===== config.mk =====
export PLATFORM = sky130hd
export DESIGN_NAME = apb_slave_mem
export DESIGN_NICKNAME = d
export VERILOG_FILES = /design/src/rtl/apb_slave_mem.sv
export SDC_FILE = /design/constraint.sdc
export NUM_CORES = 2
export LEC_CHECK = 0
export CORE_UTILIZATION = 35
export DETAILED_ROUTE_END_ITERATION = 10
export PLACE_DENSITY = 0.53
export SYNTH_ARGS = -nofsm -noshare
export SYNTH_HDL_FRONTEND = slang
export SYNTH_SLANG_ARGS = --single-unit

===== constraint.sdc =====
create_clock -name hclk -period 176.2 [get_ports hclk]
set_input_delay 35.24 -clock hclk [delete_from_list [all_inputs] [get_ports hclk]]
set_output_delay 35.24 -clock hclk [all_outputs]
set_load 0.03 [all_outputs]

===== src/rtl/apb_slave_mem.sv =====
// rtl/apb_slave_mem.sv - APB slave memory: three peripheral banks, phase FSM, protocol-error flag, transfer counters
//
// Ports:
//   hclk      in   1   system clock, rising edge
//   hreset    in   1   asynchronous active-high reset
//   pselx     in   3   one-hot peripheral select (bit n = bank n)
//   penable   in   1   APB access-phase strobe
//   pwrite    in   1   1 = write, 0 = read
//   paddr     in  32   word index = paddr[ADDR_LSB +: log2(DEPTH)]
//   pwdata    in  32   write data
//   prdata    out 32   registered read data
//   perr      out  1   sticky protocol-error flag
//   wr_count  out 16   completed writes (wrapping)
//   rd_count  out 16   completed reads (wrapping)
module apb_slave_mem #(
    parameter int DEPTH    = 16,
    parameter int ADDR_LSB = 2
) (
    input  logic        hclk,
    input  logic        hreset,
    input  logic [2:0]  pselx,
    input  logic        penable,
    input  logic        pwrite,
    input  logic [31:0] paddr,
    input  logic [31:0] pwdata,
    output logic [31:0] prdata,
    output logic        perr,
    output logic [15:0] wr_count,
    output logic [15:0] rd_count
);

    localparam int AW = $clog2(DEPTH);

    typedef enum logic [1:0] {
        ST_IDLE,
        ST_SETUP,
        ST_ACCESS
    } state_e;

    state_e        state_q, state_d;
    logic [31:0]   mem_q [3][DEPTH];
    logic [2:0]    lat_sel_q;
    logic [AW-1:0] lat_idx_q;
    logic          lat_wr_q;
    logic [31:0]   prdata_q;
    logic          perr_q;
    logic [15:0]   wr_count_q;
    logic [15:0]   rd_count_q;

    logic          sel;
    logic          multi;
    logic          lat_multi;
    logic [AW-1:0] idx;
    logic          mismatch;
    logic          err_set;
    logic          latch;
    logic          commit;
    logic          commit_ok;
    logic [31:0]   rd_word;
    logic          unused_paddr;

    assign sel       = |pselx;
    // More than one bit set: clearing the lowest set bit leaves something.
    assign multi     = (pselx & (pselx - 3'd1)) != 3'd0;
    assign lat_multi = (lat_sel_q & (lat_sel_q - 3'd1)) != 3'd0;
    assign idx       = paddr[ADDR_LSB +: AW];
    assign mismatch  = (pselx != lat_sel_q) || (idx != lat_idx_q) || (pwrite != lat_wr_q);
    // A multi-select in either phase suppresses the commit entirely.
    assign commit_ok = commit && !multi && !lat_multi;
    assign unused_paddr = ^paddr;

    // One-hot read mux; an all-zero select yields zero.
    always_comb begin
        rd_word = '0;
        for (int b = 0; b < 3; b++) begin
            if (pselx[b]) rd_word = rd_word | mem_q[b][idx];
        end
    end

    always_ff @(posedge hclk or posedge hreset) begin
        if (hreset) state_q <= ST_IDLE;
        else        state_q <= state_d;
    end

    always_comb begin
        state_d = state_q;
        err_set = multi;
        latch   = 1'b0;
        commit  = 1'b0;
        case (state_q)
            ST_IDLE: begin
                if (penable) begin
                    err_set = 1'b1;
                end else if (sel) begin
                    state_d = ST_SETUP;
                    latch   = 1'b1;
                end
            end
            ST_SETUP: begin
                if (!sel) begin
                    state_d = ST_IDLE;
                    err_set = 1'b1;
                end else if (penable) begin
                    state_d = ST_ACCESS;
                    commit  = 1'b1;
                    if (mismatch) err_set = 1'b1;
                end
            end
            ST_ACCESS: begin
                if (!sel) begin
                    state_d = ST_IDLE;
                end else if (penable) begin
                    // Stuck access phase: flag it, but never commit twice.
                    err_set = 1'b1;
                end else begin
                    state_d = ST_SETUP;
                    latch   = 1'b1;
                end
            end
            default: state_d = ST_IDLE;
        endcase
    end

    always_ff @(posedge hclk or posedge hreset) begin
        if (hreset) begin
            for (int b = 0; b < 3; b++) begin
                for (int w = 0; w < DEPTH; w++) begin
                    mem_q[b][w] <= '0;
                end
            end
            lat_sel_q  <= '0;
            lat_idx_q  <= '0;
            lat_wr_q   <= 1'b0;
            prdata_q   <= '0;
            perr_q     <= 1'b0;
            wr_count_q <= '0;
            rd_count_q <= '0;
        end else begin
            if (latch) begin
                lat_sel_q <= pselx;
                lat_idx_q <= idx;
                lat_wr_q  <= pwrite;
                if (!pwrite && !multi) prdata_q <= rd_word;
            end
            if (commit_ok && lat_wr_q) begin
                for (int b = 0; b < 3; b++) begin
                    if (lat_sel_q[b]) mem_q[b][lat_idx_q] <= pwdata;
                end
                wr_count_q <= wr_count_q + 16'd1;
            end
            if (commit_ok && !lat_wr_q) rd_count_q <= rd_count_q + 16'd1;
            if (err_set) perr_q <= 1'b1;
        end
    end

    assign prdata   = prdata_q;
    assign perr     = perr_q;
    assign wr_count = wr_count_q;
    assign rd_count = rd_count_q;

endmodule


==> metrics.cfg <==
[status]
run_status = finished, final reports clean

[timing]
tightestPinTransition_ns = 1.21
final.setup.tns_ns = 0
period_share_pct = 22.6
slew_headroom_pct = 19.4
skew_ns = 0.0308
holdWs_ns = 0.469
slew_violations = 0
period_needed_ns = 39.89
fmax_ghz = 0.0251
rsz0062_at_grt = false
hold_violations = 0
finalSetupViolations = 0

[grt]
grt_pass1_vias = 46300
grt_first_pass_wirelength_mm = 330
antenna_found_initial = 3
grt_usage_pct = 20.9
grt_max_degree = 175
overflow = 0

[layout]
mostFrequentLayoutCells = dfrtp_1, mux2_2, mux2i_1, a22oi_1, clkbuf_16
fillCellCount = 19700
final_cells = 8065
fin_area_sq_um = 83300
nets = 5186
synthToLayoutAreaGrowth_pct = 11.8
drive_gt1_share_pct = 39.1
layout_commonest_cell = dfrtp_1
area.sequential_sq_um = 40300
multiInputGateArea_sq_um = 31500

[clocking]
cts_tree = built
clkTransAtPathRegs_ns = 0.06
clock_sinks = 1611
htree_levels = 4
cts-hold-fix-buffers = 0
cts_buffers = 180
root_buffer = clkbuf_16
insertion_delay_ns = 0.82
cts_resized = 0
cts_setup_buffers = 0
cts_max_path_buffers = 3

[drt]
drt_iter0_markers = 2965
ant_nets = 0
drtPass1Iterations = 5
drc_errors = 0
wire_per_inst_microns = 27.8
wl_mm = 225
num_vias = 43900
via_per_inst = 5.44

[setup_path]
cp_cell_sequence = clkdlybuf4s50_1 > inv_8 > buf_4 > buf_4 > buf_4 > buf_4 > buf_4
critical-path-slowest-cell = buf_4
worstPathRequired_ns = 176.97
crit_buf_inv = 7
crit_family = buffers and inverters
critPathKind = input port to asynchronous set/reset pin
rr_endpoint = mem_q[8]$_DFFE_PP0P_
ff2ff_path_depth = 6
slowest_delay_ns = 0.95
cp_common_cell = buf_4
reg2reg_setup_slack_ns = 172.34
start_kind = input port
arrival_ns = 40.66
worstReg2RegStart = lat_sel_q[0]$_DFFE_PP0P_
worstSetupEndpointType = asynchronous set/reset pin
cp_max_fo = 114

[placement]
place_hpwl_mm = 114
routabilityCongestion = 0.736
place_inst = 7736
dpl-instance-area_sq_um = 77300
io_buffers = 107

[yosys]
synth_top_area_cell = dfrtp_1
ys_types = 51
synth_nets = 5286
synth_top_flop_cell = dfrtp_1
yosys_warnings = 0
synth_area_sq_um = 74500
synth_cells = 5213
netlist.area_leader.share_pct = 54.1
async_flop_share_pct = 100
yosysSeqAreaShare_pct = 54.1
synthTopCellsByArea = dfrtp_1, mux2_2, mux2i_1
synth-edff-count = 0
synth-seq-cells = 1611
syn_avg_cell_area_sq_um = 14.3

[hold_path]
holdPathEnd = rd_count[15]$_DFFE_PP0P_
min_from = rd_count[15]$_DFFE_PP0P_
hold_depth = 1
hold_class = register to register

[pwr]
p_int_uw = 642
p_leak_uw = 0.0415
power.density_nw_per_um2 = 10.3
p_comb_share_pct = 8.9
power_switching_uw = 212
clockPowerShare_pct = 44.4
ir_drop_mv = 0.00863
seqPwrFrac_pct = 46.7
switching_share_pct = 24.9

[floorplanning]
fp-row-count = 168
die_area_sq_um = 215000
ioPinCount = 136
die_y_microns = 463
initial_core_util_pct = 35.4
dieWidth_microns = 463
core_sq_um = 211000

[job]
cap_violations = 0

## logic make-up (layout without fill, tap and decap cells)
logic type      after synthesis  after routing  synth area share, %
compound gates              383            383                 3.74
flops                      1611           1611                 54.1
mux                        2267           2267                 34.8
fa+ha+maj                     2              2               0.0336
buf+inv                     506            550                 3.89
simple gates                405            405                 3.02
other cells                   0              3                    0
xor+xnor                     39             39                0.458
## sequential cells by signal, summed over array words and instances (netlist names)
signal	cells
prdata	32
rd_count	16
lat_wr_q	1
mem_q	1536
perr	1
lat_idx_q	4
state_q	2
lat_sel_q	3
wr_count	16
## synthesized netlist by cell type (18+ instances only)
cell,n
nand2_4,30
mux2i_1,637
buf_4,47
nand3_1,178
nor2_1,37
buf_2,97
xor2_1,21
o211ai_1,18
clkbuf_1,248
dfrtp_1,1611
mux2_2,1428
mux4_2,84
a21oi_1,61
xnor2_1,18
mux2_4,59
a22oi_1,233
nand2_1,78
mux2_1,59
buf_6,93
nand4_1,23
o22a_1,23
## power by group through the flow
| stage | sequential [uW] | combinational (uW) | clock, uW |
|---|---|---|---|
| floorplan | 408 | 48.1 | 0 |
| global placement | 405 | 75.6 | 0 |
| detailed placement | 406 | 76.8 | 0 |
| CTS | 399 | 77.0 | 388 |
| global route | 401 | 82.0 | 403 |
| finish | 399 | 75.9 | 379 |
## worst register-to-register path: stages (launching register included)
cell and delay, ns:
dfrtp_1 0.48, o21ai_0 0.24, and3b_1 0.32, nand4_1 0.57, nor2_4 1.12, buf_4 0.60, mux2_2 0.42
## area by class of cell
| class | instances | share of cell area, % |
|---|---|---|
| flip-flops and latches | 1611 | 48.4 |
| multi-input cells | 3096 | 37.8 |
| clock buffers | 271 | 6.47 |
| well taps | 2805 | 4.21 |
| repair buffers | 219 | 2.38 |
| clock inverters | 55 | 0.697 |
| inverters | 5 | 0.0315 |
| diodes | 3 | 0.00901 |
## how the worst max path moves through the flow
stage                start                  endpoint  cells after the start
floorplan           hreset  lat_idx_q[0]$_DFFE_PP0P_                      1
global placement    hreset    mem_q[539]$_DFFE_PP0P_                      7
detailed placement  hreset    mem_q[534]$_DFFE_PP0P_                      7
CTS                 hreset    mem_q[699]$_DFFE_PP0P_                      7
global route        hreset    mem_q[699]$_DFFE_PP0P_                      7
finish              hreset    mem_q[854]$_DFFE_PP0P_                      7
## metal layers
metal / vias to the layer above / routed length [microns] / global-route usage [%]
li1: 18900 / - / -
met2: 817 / 105000 / 33.9
met4: 2 / 6080 / 6.06
met1: 23900 / 105000 / 29.1
met3: 311 / 7970 / 2.66
met5: - / 11 / 0
## stage by stage
stage               setup WS, ns  total power, uW  util (%)
global route              135.54              886      39.5
finish                    136.31              854      39.5
CTS                       136.16              864      39.5
detailed placement        135.26              482      36.7
global placement          135.42              480      36.7
floorplan                  95.50              456         -
(Power assumes the default switching activity.)
